`src/rtl/hdb3_pkg.sv`:
```
// Shared HDB3 line-code constants, used by both the encoder and the decoder.
package hdb3_pkg;

  localparam logic [1:0] SYM_ZERO = 2'b00;
  localparam logic [1:0] SYM_NEG  = 2'b01;
  localparam logic [1:0] SYM_POS  = 2'b10;
  localparam logic [1:0] SYM_ILL  = 2'b11;

  localparam int HDB3_DLY      = 4;
  localparam int HDB3_MAX_ZERO = 3;

  function automatic logic sym_is_mark(input logic [1:0] sym);
    return (sym == SYM_POS) || (sym == SYM_NEG);
  endfunction

endpackage

```
`src/rtl/hdb3_viol_detect.sv`:
```
// Symbol classifier and violation tracker: last mark polarity, first-mark flag,
// raw zero-run length, and the registered line-error strobes.
module hdb3_viol_detect
  import hdb3_pkg::*;
(
  input  logic clk,
  input  logic rst_n,
  input  logic bp,
  input  logic bn,
  input  logic sh0,
  input  logic sh1,
  output logic is_mark,
  output logic is_v,
  output logic legal_v,
  output logic code_err,
  output logic viol_err,
  output logic zero_err
);

  logic [1:0] sym;
  logic       mark_pol;
  logic       last_pol_q, last_pol_d;
  logic       first_mark_q, first_mark_d;
  logic [2:0] zero_run_q, zero_run_d;
  logic       code_err_q, code_err_d;
  logic       viol_err_q, viol_err_d;
  logic       zero_err_q, zero_err_d;

  assign sym      = {bp, bn};
  assign is_mark  = sym_is_mark(sym);
  assign mark_pol = (sym == SYM_POS);
  assign is_v     = is_mark && !first_mark_q && (mark_pol == last_pol_q);
  assign legal_v  = is_v && !sh0 && !sh1;

  always_comb begin
    last_pol_d   = last_pol_q;
    first_mark_d = first_mark_q;
    zero_run_d   = zero_run_q;
    if (is_mark) begin
      last_pol_d   = mark_pol;
      first_mark_d = 1'b0;
      zero_run_d   = '0;
    end else if (zero_run_q != 3'(HDB3_MAX_ZERO + 1)) begin
      zero_run_d = zero_run_q + 3'd1;
    end
    code_err_d = (sym == SYM_ILL);
    viol_err_d = is_v && !legal_v;
    // Fires only on the sample that takes the run from 3 to 4.
    zero_err_d = !is_mark && (zero_run_q == 3'(HDB3_MAX_ZERO));
  end

  always_ff @(posedge clk) begin
    if (!rst_n) begin
      last_pol_q   <= 1'b0;
      first_mark_q <= 1'b1;
      zero_run_q   <= '0;
      code_err_q   <= 1'b0;
      viol_err_q   <= 1'b0;
      zero_err_q   <= 1'b0;
    end else begin
      last_pol_q   <= last_pol_d;
      first_mark_q <= first_mark_d;
      zero_run_q   <= zero_run_d;
      code_err_q   <= code_err_d;
      viol_err_q   <= viol_err_d;
      zero_err_q   <= zero_err_d;
    end
  end

  assign code_err = code_err_q;
  assign viol_err = viol_err_q;
  assign zero_err = zero_err_q;

endmodule

```
`src/rtl/hdb3_decoder.sv`:
```
// HDB3 receive decoder: strips 000V/B00V substitutions with a 4-deep delay line.
// Define HDB3_ERR_CNT_EN to add the saturating err_cnt output.
module hdb3_decoder
  import hdb3_pkg::*;
#(
  parameter int ERR_CNT_W = 16
) (
  input  logic clk,
  input  logic rst_n,
  input  logic bp,
  input  logic bn,
  output logic data_out,
  output logic data_valid,
  output logic code_err,
  output logic viol_err,
  output logic zero_err
`ifdef HDB3_ERR_CNT_EN
  ,
  output logic [ERR_CNT_W-1:0] err_cnt
`endif
);

  logic                is_mark;
  logic                is_v;
  logic                legal_v;
  logic [HDB3_DLY-1:0] sh_q, sh_d;
  logic [2:0]          fill_q, fill_d;
  logic                data_out_q;
  logic                data_valid_q, data_valid_d;

  hdb3_viol_detect u_viol (
    .clk      (clk),
    .rst_n    (rst_n),
    .bp       (bp),
    .bn       (bn),
    .sh0      (sh_q[0]),
    .sh1      (sh_q[1]),
    .is_mark  (is_mark),
    .is_v     (is_v),
    .legal_v  (legal_v),
    .code_err (code_err),
    .viol_err (viol_err),
    .zero_err (zero_err)
  );

  // A legal V enters the line as 0; an illegal one is kept as a mark.
  assign sh_d[0] = is_mark && !legal_v;

  generate
    for (genvar gi = 1; gi < HDB3_DLY; gi++) begin : g_shift
      if (gi == HDB3_DLY - 1) begin : g_last
        // B pulse of a B00V pattern is cleared as it moves into the last stage.
        assign sh_d[gi] = sh_q[gi-1] && !(legal_v && is_v);
      end else begin : g_mid
        assign sh_d[gi] = sh_q[gi-1];
      end
    end
  endgenerate

  always_comb begin
    fill_d       = fill_q;
    data_valid_d = data_valid_q;
    if (fill_q != 3'(HDB3_DLY)) begin
      fill_d = fill_q + 3'd1;
    end else begin
      data_valid_d = 1'b1;
    end
  end

  always_ff @(posedge clk) begin
    if (!rst_n) begin
      sh_q         <= '0;
      fill_q       <= '0;
      data_out_q   <= 1'b0;
      data_valid_q <= 1'b0;
    end else begin
      sh_q         <= sh_d;
      fill_q       <= fill_d;
      data_out_q   <= sh_q[HDB3_DLY-1];
      data_valid_q <= data_valid_d;
    end
  end

  assign data_out   = data_out_q;
  assign data_valid = data_valid_q;

`ifdef HDB3_ERR_CNT_EN
  logic [ERR_CNT_W-1:0] err_cnt_q, err_cnt_d;
  logic [1:0]           err_inc;
  logic [ERR_CNT_W:0]   err_sum;

  assign err_inc = {1'b0, code_err} + {1'b0, viol_err} + {1'b0, zero_err};
  assign err_sum = {1'b0, err_cnt_q} + (ERR_CNT_W + 1)'(err_inc);

  always_comb begin
    err_cnt_d = err_sum[ERR_CNT_W] ? '1 : err_sum[ERR_CNT_W-1:0];
  end

  always_ff @(posedge clk) begin
    if (!rst_n) begin
      err_cnt_q <= '0;
    end else begin
      err_cnt_q <= err_cnt_d;
    end
  end

  assign err_cnt = err_cnt_q;
`endif

endmodule

```
`config.mk`:
```
export PLATFORM = sky130hd
export DESIGN_NAME = hdb3_decoder
export DESIGN_NICKNAME = d
export VERILOG_FILES = /design/src/rtl/hdb3_pkg.sv /design/src/rtl/hdb3_viol_detect.sv /design/src/rtl/hdb3_decoder.sv
export SDC_FILE = /design/constraint.sdc
export NUM_CORES = 1
export LEC_CHECK = 0
export CAP_MARGIN = 25
export CORE_MARGIN = 3
export CORE_UTILIZATION = 50
export DETAILED_ROUTE_END_ITERATION = 7
export PLACE_DENSITY = 0.75
export SYNTH_ARGS = -nofsm -noshare
export SYNTH_HDL_FRONTEND = slang
export SYNTH_SLANG_ARGS = --single-unit
```
`constraint.sdc`:
```
create_clock -name clk -period 1.61 [get_ports clk]
set_clock_uncertainty 0.1 [all_clocks]
set_input_delay 0.2415 -clock clk [delete_from_list [all_inputs] [get_ports clk]]
set_output_delay 0.2415 -clock clk [all_outputs]
set_load 0.02 [all_outputs]
```
### Word-level counts from Yosys, hierarchy flattened

Index checks and enable logic that the tools add are counted.

| storage, ports and cells | value |
|---|---|
| output and inout port bits | 5 |
| register bits after elaboration | 17 |

| cells by class | value |
|---|---|
| reductions and logical operators | 17 |
| equality and inequality tests | 7 |
| bitwise operators | 1 |
| $add $sub $neg | 2 |

Operators by type and width:

| cell | count |
|---|---|
| $logic_and A1 B1 Y1 | 9 |
| $add A3 B1 Y3 const B | 2 |
| $logic_not A1 Y1 | 6 |
| $ne A3 B3 Y1 const B | 2 |
| $eq A2 B2 Y1 const B | 2 |
| $eq A3 B2 Y1 const B | 1 |
| $eq A2 B1 Y1 const B | 1 |
| $reduce_or A2 Y1 | 1 |
| $eq A1 B1 Y1 | 1 |
| $logic_or A1 B1 Y1 | 1 |
| $not A1 Y1 | 1 |

### Depth between registers and ports, before layout

Gate-level depths: netlist (run 1).

| logic depth | value |
|---|---|
| depth after elaboration | 9 |
| mapped depth | 4 |
| gate-level depth less buffers | 4 |

### Modules after synthesis

A second synthesis (run 1) with hierarchy kept.

| second synthesis, totals | value |
|---|---|
| cells, all modules | 71 |
| area, all modules | 718.2 um2 |

Modules (own cells, without submodules):

| module | cells each | times used | area each (um2) | sequential area each (um2) |
|---|---|---|---|---|
| hdb3_viol_detect | 40 | 1 | 385.4 | 160.2 |
| hdb3_decoder | 31 | 1 | 332.8 | 180.2 |

### Worst setup path before layout (run 1)

OpenSTA, ideal clock, no wires.

| timing path | value |
|---|---|
| kind | in2reg |
| from | input bn |
| to | register sh_q[0] |
| buffers on the path | 0 |
| setup slack | 0.395 ns |
| stages | 4 |
| library setup time | 0.126 ns |
| arrival | 0.989 ns |
| cell sequence | inv_1 > ha_1 > nor4_2 > a21oi_1 |

| between the ends | value |
|---|---|
| word-level cells in the longest chain between the ends | 8 |
| elaborated cells on any way between the ends | 10 |
| those cells by class | 3 x eq/ne; 7 x reduce/logical |

Ends and longest elaborated chain:

| what | line | RTL |
|---|---|---|
| from (decl) | hdb3_decoder.sv:11 | `input logic bn,` |
| $eq A2 B2 Y1 or $eq A2 B1 Y1 (tied branches) | hdb3_pkg.sv:13, hdb3_viol_detect.sv:31 |  |
| $logic_or A1 B1 Y1 | hdb3_pkg.sv:13 | `return (sym == SYM_POS) \|\| (sym == SYM_NEG);` |
| $logic_and A1 B1 Y1 (2 in a row) | hdb3_viol_detect.sv:32 | `assign is_v = is_mark && !first_mark_q && (mark_pol == last_pol_q);` |
| $logic_and A1 B1 Y1 (2 in a row) | hdb3_viol_detect.sv:33 | `assign legal_v = is_v && !sh0 && !sh1;` |
| $logic_not A1 Y1 | hdb3_decoder.sv:47 | `assign sh_d[0] = is_mark && !legal_v;` |
| $logic_and A1 B1 Y1 (*) | hdb3_decoder.sv:47 |  |
| to (signal assigned) | hdb3_decoder.sv:72 | `sh_q <= '0;` |
| to (signal assigned) | hdb3_decoder.sv:77 | `sh_q <= sh_d;` |
| to (decl) | hdb3_decoder.sv:26 | `logic [HDB3_DLY-1:0] sh_q, sh_d;` |

Mark *: on every way between the ends. The rest lies on a longest branch, timed or not.
A chain may end at the register's enable or synchronous reset.

### Worst setup path after layout (run 1)

| timing path | value |
|---|---|
| from | register u_viol.code_err_q, in the netlist u_viol.code_err |
| to | output code_err |

RTL lines:

| what | line | RTL |
|---|---|---|
| from (decl) | hdb3_viol_detect.sv:25 | `logic code_err_q, code_err_d;` |
| from (signal assigned) | hdb3_viol_detect.sv:64 | `code_err_q <= code_err_d;` |
| to (decl) | hdb3_decoder.sv:14 | `output logic code_err,` |

No word-level cell between the ends.

==> results of run 1 <==
-- metrics by stage --
step | setup slack, ps | instances | utilization, %
after floorplan | 395 | 70 | -
after global placement | -77.9 | 94 | 66.7
after detailed placement | -137 | 94 | 66.7
after CTS | 19.0 | 98 | 68.9
after global routing | 21.1 | 98 | 69.1
final | 74.9 | 98 | 69.1
-- metal layers --
layer  vias up  track usage (%)
li1        260                -
met1       210             15.1
met2         6             20.7
met3         2             3.81
met4         0             9.04
met5         -                0
-- worst min-delay path, stage by stage (launching register included) --
cell,delay (ps)
dfxtp_1,310
nand2_1,50
a21oi_1,40
-- timing repair --
item	4_1_cts	5_1_grt
endpoints found under the setup margin	0	1
endpoints found under the hold margin	0	0
gates resized for setup	0	1
-- cell families (layout without fill, tap and decap cells) --
family	after synthesis	count (layout)	share of synthesized area [%]
multiplexers	1	1	1.46
adder cells (fa/ha/maj)	7	7	12.8
flip-flops	17	17	49.6
AND/OR/NAND/NOR	20	20	16.6
XOR/XNOR	1	1	1.28
buffers and inverters	10	24	5.66
AO/OA/AOI/OAI	14	14	12.6
-- cell usage after synthesis --
cell type	number	area, µm²
a21bo_2	2	20.0
a21o_1	2	15.0
a21oi_1	8	40.0
a31oi_1	1	6.26
and2_1	4	25.0
and3_2	1	7.51
and4bb_2	1	12.5
clkbuf_2	1	5.00
dfxtp_1	17	340
ha_1	7	87.6
inv_1	9	33.8
mux2i_1	1	10.0
nand2_1	5	18.8
nand2b_1	1	6.26
nand3_1	4	20.0
nor2_1	3	11.3
nor4_2	1	12.5
o21ai_0	1	5.00
xnor2_1	1	8.76
-- worst max-delay path by stage --
stage / startpoint / end / slack [ps] / cells after the start
after floorplan: bn / sh_q[0] / 400 / 4
after global placement: bn / sh_q[3] / -80 / 5
after detailed placement: bn / sh_q[3] / -140 / 5
after CTS: data_valid / data_valid / 20 / 1
after global routing: u_viol.code_err / code_err / 20 / 1
final: u_viol.code_err / code_err / 70 / 1
-- area by class of cell --
type	count	area (µm²)
Timing Repair Buffer	11	105
Multi-Input combinational cell	43	307
Clock buffer	4	26.3
Sequential cell	17	340
Tap cell	14	17.5
Fill cell	100	372
Inverter	9	33.8
-- sequential cells by signal, indices dropped and copies added, names as in the netlist --
signal               flops
data_valid               1
fill_q                   3
u_viol.zero_err          1
data_out                 1
u_viol.code_err          1
u_viol.viol_err          1
u_viol.zero_run_q        3
sh_q                     4
u_viol.first_mark_q      1
u_viol.last_pol_q        1
-- power by group through the flow --
stage               registers (µW)  clock network, µW  logic, µW
floorplan                      475                  0       78.0
global placement               474                  0        112
detailed placement             475                  0        116
CTS                            465                234        116
global route                   470                249        130
finish                         465                217        114
==> impl_metrics.json, run 1 <==
{
  "worstHoldPathCells": 2,
  "start_util_pct": 57.1,
  "wl_per_cell_um": 10.0,
  "synth_warnings": 0,
  "leakagePower_uw": 0.000392,
  "ant_nets": 0,
  "critPathMaxStageDelay_ps": 590,
  "hold_path_class": "reg -> reg",
  "slew_viol_final": 0,
  "overflow": 0,
  "final_common_cell": "dfxtp_1",
  "slew_headroom_pct": 82.8,
  "grt_pass1_vias": 458,
  "switchingPower_uw": 194,
  "final.min_clock_period_ps": 1540,
  "vdd_drop_max_v": 0.000510,
  "min_period_over_period_pct": 95.3,
  "via_per_inst": 4.88,
  "htree_levels": 1,
  "crit_path_cell_trace": "clkdlybuf4s50_1",
  "combPwrFrac_pct": 14.3,
  "fin_nets": 96,
  "post_cts_buffers": 0,
  "layout-drive-gt1-share_pct": 13.1,
  "finalHoldViolations": 0,
  "timing.fmax_mhz": 651,
  "ys_seq_elements": 17,
  "setup_viol": 0,
  "cap_violations": 0,
  "cts_tree": "yes",
  "cp_max_fo": 1,
  "postLayoutCellArea_um2": 830,
  "antenna_cells": 0,
  "vias": 478,
  "syn2layout_area_growth_pct": 21.0,
  "syn_area_um2": 686,
  "min_to": "sh_q[3]",
  "met3_length_um": 30,
  "rsz0062_at_grt": "false",
  "endpoint_kind": "output port",
  "core_region_area_mm2": 0.00120,
  "port_buffers": 8,
  "drt_iter0_drc": 8,
  "regToRegSetupSlack_ps": 400,
  "cts_root_buffer": "clkbuf_4",
  "slowest_stage": "clkdlybuf4s50_1",
  "top_layer_used": "met4",
  "ys_seq_area_share_pct": 49.6,
  "clock_latency_ps": 280,
  "pwr_density_cell_mw_per_mm2": 961,
  "worst_ep_arrival_time_ps": 1190,
  "drc": 0,
  "critical_path_class": "reg -> out",
  "netSwitchingFraction_pct": 24.3,
  "antenna_found_initial": 0,
  "power_uw": 797,
  "timing.critical_path.required_ps": 1270,
  "hold_buffers": 0,
  "critical_path.top_delay_family": "buffers and inverters",
  "p_clk_share_pct": 27.3,
  "hold_slack_ps": 331,
  "r2r_cells": 4,
  "worstMarginPinSlew_ps": 255,
  "min-delay-start": "sh_q[2]",
  "grt_pass1_wl_mm": 1.79,
  "p_seq_share_pct": 58.4,
  "cts_max_path_buffers": 2,
  "status": "complete, no violations",
  "dr.pass1.iters": 4,
  "placementRows": 12,
  "wl_met2_um": 493,
  "cts.sinks": 17,
  "gp_congestion": 0.660,
  "synthCells": 70,
  "track_usage_pct": 13.1,
  "dpl.hpwl_um": 752,
  "worst-path-buf-inv": 1,
  "crit_path_start_kind": "flop",
  "synth_cell_type_count": 19,
  "numCtsBuffers": 3,
  "wl_um": 982,
  "drt-met1-wl_um": 444,
  "p_int_uw": 603,
  "chipHeight_um": 43.0,
  "die-area_mm2": 0.00185,
  "avgSynthCellArea_um2": 9.80,
  "fp.dieW_um": 43.0,
  "tns_ps": 0,
  "r2r-start": "u_viol.zero_run_q[0]",
  "path_clk_slew_ps": 90,
  "regToRegEndpoint": "u_viol.zero_run_q[1]",
  "grt_max_degree": 10,
  "io-pin-count": 9,
  "place_area_um2": 801,
  "mostFrequentLayoutCells": "17 x dfxtp_1, 9 x inv_1, 8 x a21oi_1",
  "synth_fp_nets": 81
}
No activity file was read; power rests on OpenSTA's default activity.
==> run 2: changes to the inputs <==
- GPL_TIMING_DRIVEN: default -> 0
==> run 2 against run 1 <==
Against the previous run: final cell count fell by 2.0%; largest power group unchanged; count of clock-buffer cells in the layout is 1 lower; via count grew 2.3%; first-iteration DRC count fell by 50%; setup slack got worse by 21 ps; sequential power about the same; wire length is 5.4% lower; global-route usage fell by 1.1 points; register-to-register slack lost 20 ps.
==> impl_metrics.json, run 2 (synthesis results as in run 1) <==
{
  "critical_path_class": "reg -> out",
  "wl_um": 929,
  "antenna_found_initial": 0,
  "critical_path.top_delay_family": "buffers and inverters",
  "gp_congestion": 0.673,
  "min_to": "sh_q[3]",
  "io-pin-count": 9,
  "overflow": 0,
  "netSwitchingFraction_pct": 25.4,
  "pre_cts_ws_ps": -204,
  "placementRows": 12,
  "vdd_drop_max_v": 0.000799,
  "hold_path_class": "reg -> reg",
  "min-delay-start": "sh_q[2]",
  "core_region_area_mm2": 0.00120,
  "dr.pass1.iters": 4,
  "rsz0062_at_grt": "false",
  "mostFrequentLayoutCells": "17 x dfxtp_1, 9 x inv_1, 8 x a21oi_1",
  "track_usage_pct": 12.0,
  "grt_pass1_vias": 422,
  "grt_max_degree": 11,
  "dpl.cell_count": 92,
  "drc": 0,
  "pwr_density_cell_mw_per_mm2": 978,
  "fp.dieW_um": 43.0,
  "path_clk_slew_ps": 100,
  "regToRegEndpoint": "fill_q[1]",
  "dpl.hpwl_um": 716,
  "cap_violations": 0,
  "p_clk_share_pct": 28.1,
  "largest_register_ffs": 4,
  "top_register": "sh_q",
  "r2r_cells": 4,
  "post_cts_buffers": 0,
  "worstMarginPinSlew_ps": 245,
  "drt_iter0_drc": 4,
  "switchingPower_uw": 203,
  "finalHoldViolations": 0,
  "vias": 489,
  "slowest_stage": "clkdlybuf4s50_1",
  "crit_path_start_kind": "flop",
  "grt_pass1_wl_mm": 1.60,
  "port_buffers": 8,
  "p_int_uw": 595,
  "worst_ep_arrival_time_ps": 1210,
  "cts_root_buffer": "clkbuf_4",
  "tns_ps": 0,
  "power_uw": 798,
  "top_regs": "sh_q: 4 flops, fill_q: 3 flops, u_viol.zero_run_q: 3 flops",
  "min_period_over_period_pct": 96.6,
  "critPathMaxStageDelay_ps": 590,
  "clock_latency_ps": 300,
  "worst-path-buf-inv": 1,
  "regToRegSetupSlack_ps": 380,
  "cts_max_path_buffers": 2,
  "antenna_cells": 0,
  "crit_path_cell_trace": "clkdlybuf4s50_1",
  "via_per_inst": 5.09,
  "start_util_pct": 57.1,
  "final_common_cell": "dfxtp_1",
  "leakagePower_uw": 0.000401,
  "slew_headroom_pct": 83.6,
  "endpoint_kind": "output port",
  "fin_ws_ps": 54.2,
  "setup_viol": 0,
  "hold_slack_ps": 329,
  "layout-drive-gt1-share_pct": 12.2,
  "status": "complete, no violations",
  "cts_tree": "yes",
  "syn2layout_area_growth_pct": 19.0,
  "final.min_clock_period_ps": 1560,
  "cp_max_fo": 1,
  "die-area_mm2": 0.00185,
  "worstHoldPathCells": 2,
  "chipHeight_um": 43.0,
  "wl_per_cell_um": 9.68,
  "p_seq_share_pct": 58.2,
  "timing.critical_path.required_ps": 1270,
  "fin_nets": 94,
  "r2r-start": "fill_q[0]",
  "timing.fmax_mhz": 643,
  "final_cells": 96,
  "numCtsBuffers": 3,
  "cts.sinks": 17,
  "ant_nets": 0,
  "slew_viol_final": 0,
  "combPwrFrac_pct": 13.6,
  "htree_levels": 1
}
==> run 2: how the worst max path moves through the flow <==
stage	start	to	slack, ps	cells past startpoint
after detailed placement	bn	sh_q[3]	-200	5
after global placement	bn	sh_q[3]	-180	5
after CTS	data_valid	data_valid	10	1
after floorplan	bn	sh_q[0]	400	4
after global routing	u_viol.zero_err	zero_err	5	1
final	u_viol.zero_err	zero_err	50	1
==> run 2: worst min-delay path, stage by stage (launching register included) <==
cell	delay [ps]
dfxtp_1	310
nand2_1	50
a21oi_1	40
==> run 2: power groups by stage <==
| stage | Sequential, µW | Combinational, µW | Clock [µW] |
|---|---|---|---|
| after global routing | 468 | 125 | 254 |
| final | 465 | 109 | 225 |
| after global placement | 474 | 106 | 0 |
| after detailed placement | 475 | 111 | 0 |
| after floorplan | 475 | 78.0 | 0 |
| after CTS | 465 | 111 | 234 |
==> run 2: final cells by class <==
type / instances / area [µm²]
fillers: 109 / 385
clock buffers: 3 / 22.5
clock inverters: 1 / 5.00
multi-input cells: 43 / 307
well taps: 14 / 17.5
inverters: 9 / 33.8
repair buffers: 8 / 85.1
plain buffers: 1 / 5.00
flip-flops and latches: 17 / 340
==> run 2: per-layer routing <==
metal,wire [µm],GRT usage (%),part of all wire [%]
met2,445,18.0,48
met5,0,0,0
met3,67,7.63,7.2
met1,399,12.6,43
met4,17,7.23,1.8
==> run 2: timing repair <==
| action | in CTS | in global routing |
|---|---|---|
| gates resized for setup | 0 | 2 |
| setup endpoints to repair | 0 | 2 |
| hold buffers | 0 | 0 |
==> run 2: through the flow <==
step	utilization, %	cell area (µm²)
6_report	67.9	816
5_1_grt	67.9	816
4_1_cts	67.5	811
3_5_place_dp	65.2	783
3_3_place_gp	65.2	783
2_1_floorplan	-	686
==> run 3: changes to the inputs <==
- CORE_MARGIN: 3 -> 5
- GPL_ROUTABILITY_DRIVEN: default -> 1
==> run 3 against run 2 <==
Against the previous run: die area is 19% higher; register-to-register slack hardly changed; maximum frequency is 0.83% higher; sequential power hardly changed; global-route usage is 1.5 points lower; worst hold slack worse by 0.84 ps; count of clock-buffer cells in the layout stayed put; final cell count is 1.0% higher; wire length is 3.4% lower; critical endpoint is now data_out.
==> impl_metrics.json, run 3 (synthesis results as in run 1) <==
{
  "status": "complete, no violations",
  "timing.fmax_mhz": 648,
  "slew_headroom_pct": 82.8,
  "min_period_over_period_pct": 95.8,
  "crit_path_cell_trace": "clkdlybuf4s50_1",
  "cts_tree": "yes",
  "drc": 0,
  "htree_levels": 1,
  "vias": 490,
  "slowest_stage": "clkdlybuf4s50_1",
  "placementRows": 13,
  "min-delay-start": "sh_q[2]",
  "critical_path.top_delay_family": "buffers and inverters",
  "fin_nets": 94,
  "power_uw": 794,
  "r2r_cells": 4,
  "grt_pass1_wl_mm": 1.60,
  "finalHoldViolations": 0,
  "syn2layout_area_growth_pct": 18.8,
  "postLayoutCellArea_um2": 815,
  "cts_resized": 0,
  "cp_max_fo": 1,
  "dr.pass1.iters": 3,
  "clock_latency_ps": 290,
  "cp.depth": 1,
  "path_clk_slew_ps": 100,
  "cts.sinks": 17,
  "slew_viol_final": 0,
  "setup_viol": 0,
  "final_cells": 97,
  "io-pin-count": 9,
  "seqCellArea_um2": 340,
  "largest_register_ffs": 4,
  "final.min_clock_period_ps": 1540,
  "gp_congestion": 0.721,
  "min_to": "sh_q[3]",
  "fp.dieW_um": 47.0,
  "antenna_found_initial": 0,
  "cap_violations": 0,
  "overflow": 0,
  "mostFrequentLayoutCells": "17 x dfxtp_1, 9 x inv_1, 8 x a21oi_1",
  "place_area_um2": 785,
  "endpoint_kind": "output port",
  "hold_path_class": "reg -> reg",
  "timing.critical_path.required_ps": 1270,
  "critical_path_class": "reg -> out",
  "layout-drive-gt1-share_pct": 12.2,
  "dpl.cell_count": 93,
  "pwr_density_cell_mw_per_mm2": 975,
  "grt_pass1_vias": 421,
  "port_buffers": 8,
  "die-area_mm2": 0.00221,
  "rsz0062_at_grt": "false",
  "final_common_cell": "dfxtp_1",
  "start_util_pct": 52.7,
  "grt_max_degree": 11,
  "leakagePower_uw": 0.000385,
  "top_register": "sh_q",
  "cts_root_buffer": "clkbuf_4",
  "worstMarginPinSlew_ps": 256,
  "regToRegEndpoint": "fill_q[1]",
  "wl_per_cell_um": 9.25,
  "hold_slack_ps": 328,
  "antenna_cells": 0,
  "core_region_area_mm2": 0.00130,
  "worst_ep_arrival_time_ps": 1200,
  "dpl.hpwl_um": 693,
  "nFillCells": 120,
  "top_regs": "sh_q: 4 flops, fill_q: 3 flops, u_viol.zero_run_q: 3 flops",
  "track_usage_pct": 10.5,
  "wl_um": 897,
  "ant_nets": 0,
  "post_cts_buffers": 0,
  "numCtsBuffers": 3,
  "regToRegSetupSlack_ps": 390,
  "startpoint": "data_out",
  "vdd_drop_max_v": 0.000630,
  "worst-path-buf-inv": 1,
  "r2r-start": "fill_q[0]",
  "multi_input_area_um2": 307,
  "fin_ws_ps": 67.0,
  "cts_max_path_buffers": 2,
  "crit_path_start_kind": "flop",
  "via_per_inst": 5.05,
  "pre_cts_ws_ps": -193,
  "chipHeight_um": 47.0,
  "drt_iter0_drc": 7,
  "hold_buffers": 0,
  "worstHoldPathCells": 2,
  "critPathMaxStageDelay_ps": 590
}
## run 3: changes by cell type in the layout (fill, tap and decap cells not counted), sizes merged
cell           change
clkdlybuf4s50      +1
dlymetal6s2s       -1
## run 3: worst max path at each step
stage | end
final | data_out
after global routing | code_err
after CTS | data_valid
after detailed placement | sh_q[0]
after global placement | sh_q[3]
after floorplan | sh_q[0]
## run 3: final cells by class
| class | instances | share of cell area (%) |
|---|---|---|
| clock buffer | 3 | 2.76 |
| timing repair buffer | 8 | 10.1 |
| clock inverter | 1 | 0.614 |
| buffer | 1 | 0.614 |
| multi-input combinational | 43 | 37.6 |
| inverter | 9 | 4.15 |
| tap | 15 | 2.30 |
| sequential | 17 | 41.8 |
## run 3: routing by layer
layer	track usage (%)	share of wire, %	wire, µm	vias up
met5	0	0	0	-
met4	4.97	1.1	10	0
met3	5.75	5.9	53	2
met2	17.3	51	454	9
met1	10.9	42	379	223
li1	-	-	-	256
## run 3: report_power, final
part	internal, µW	total [µW]	switching, µW	leakage [µW]
combinational	57.5	108	51.0	0.000228
sequential	445	464	19.2	0.000139
clock	92.3	221	129	0.0000177
## run 3: through the flow
stage / utilization, % / setup TNS, ps
2_1_floorplan: - / 0
3_3_place_gp: 60.3 / -495
3_5_place_dp: 60.3 / -521
4_1_cts: 62.4 / 0
5_1_grt: 62.6 / 0
6_report: 62.6 / 0
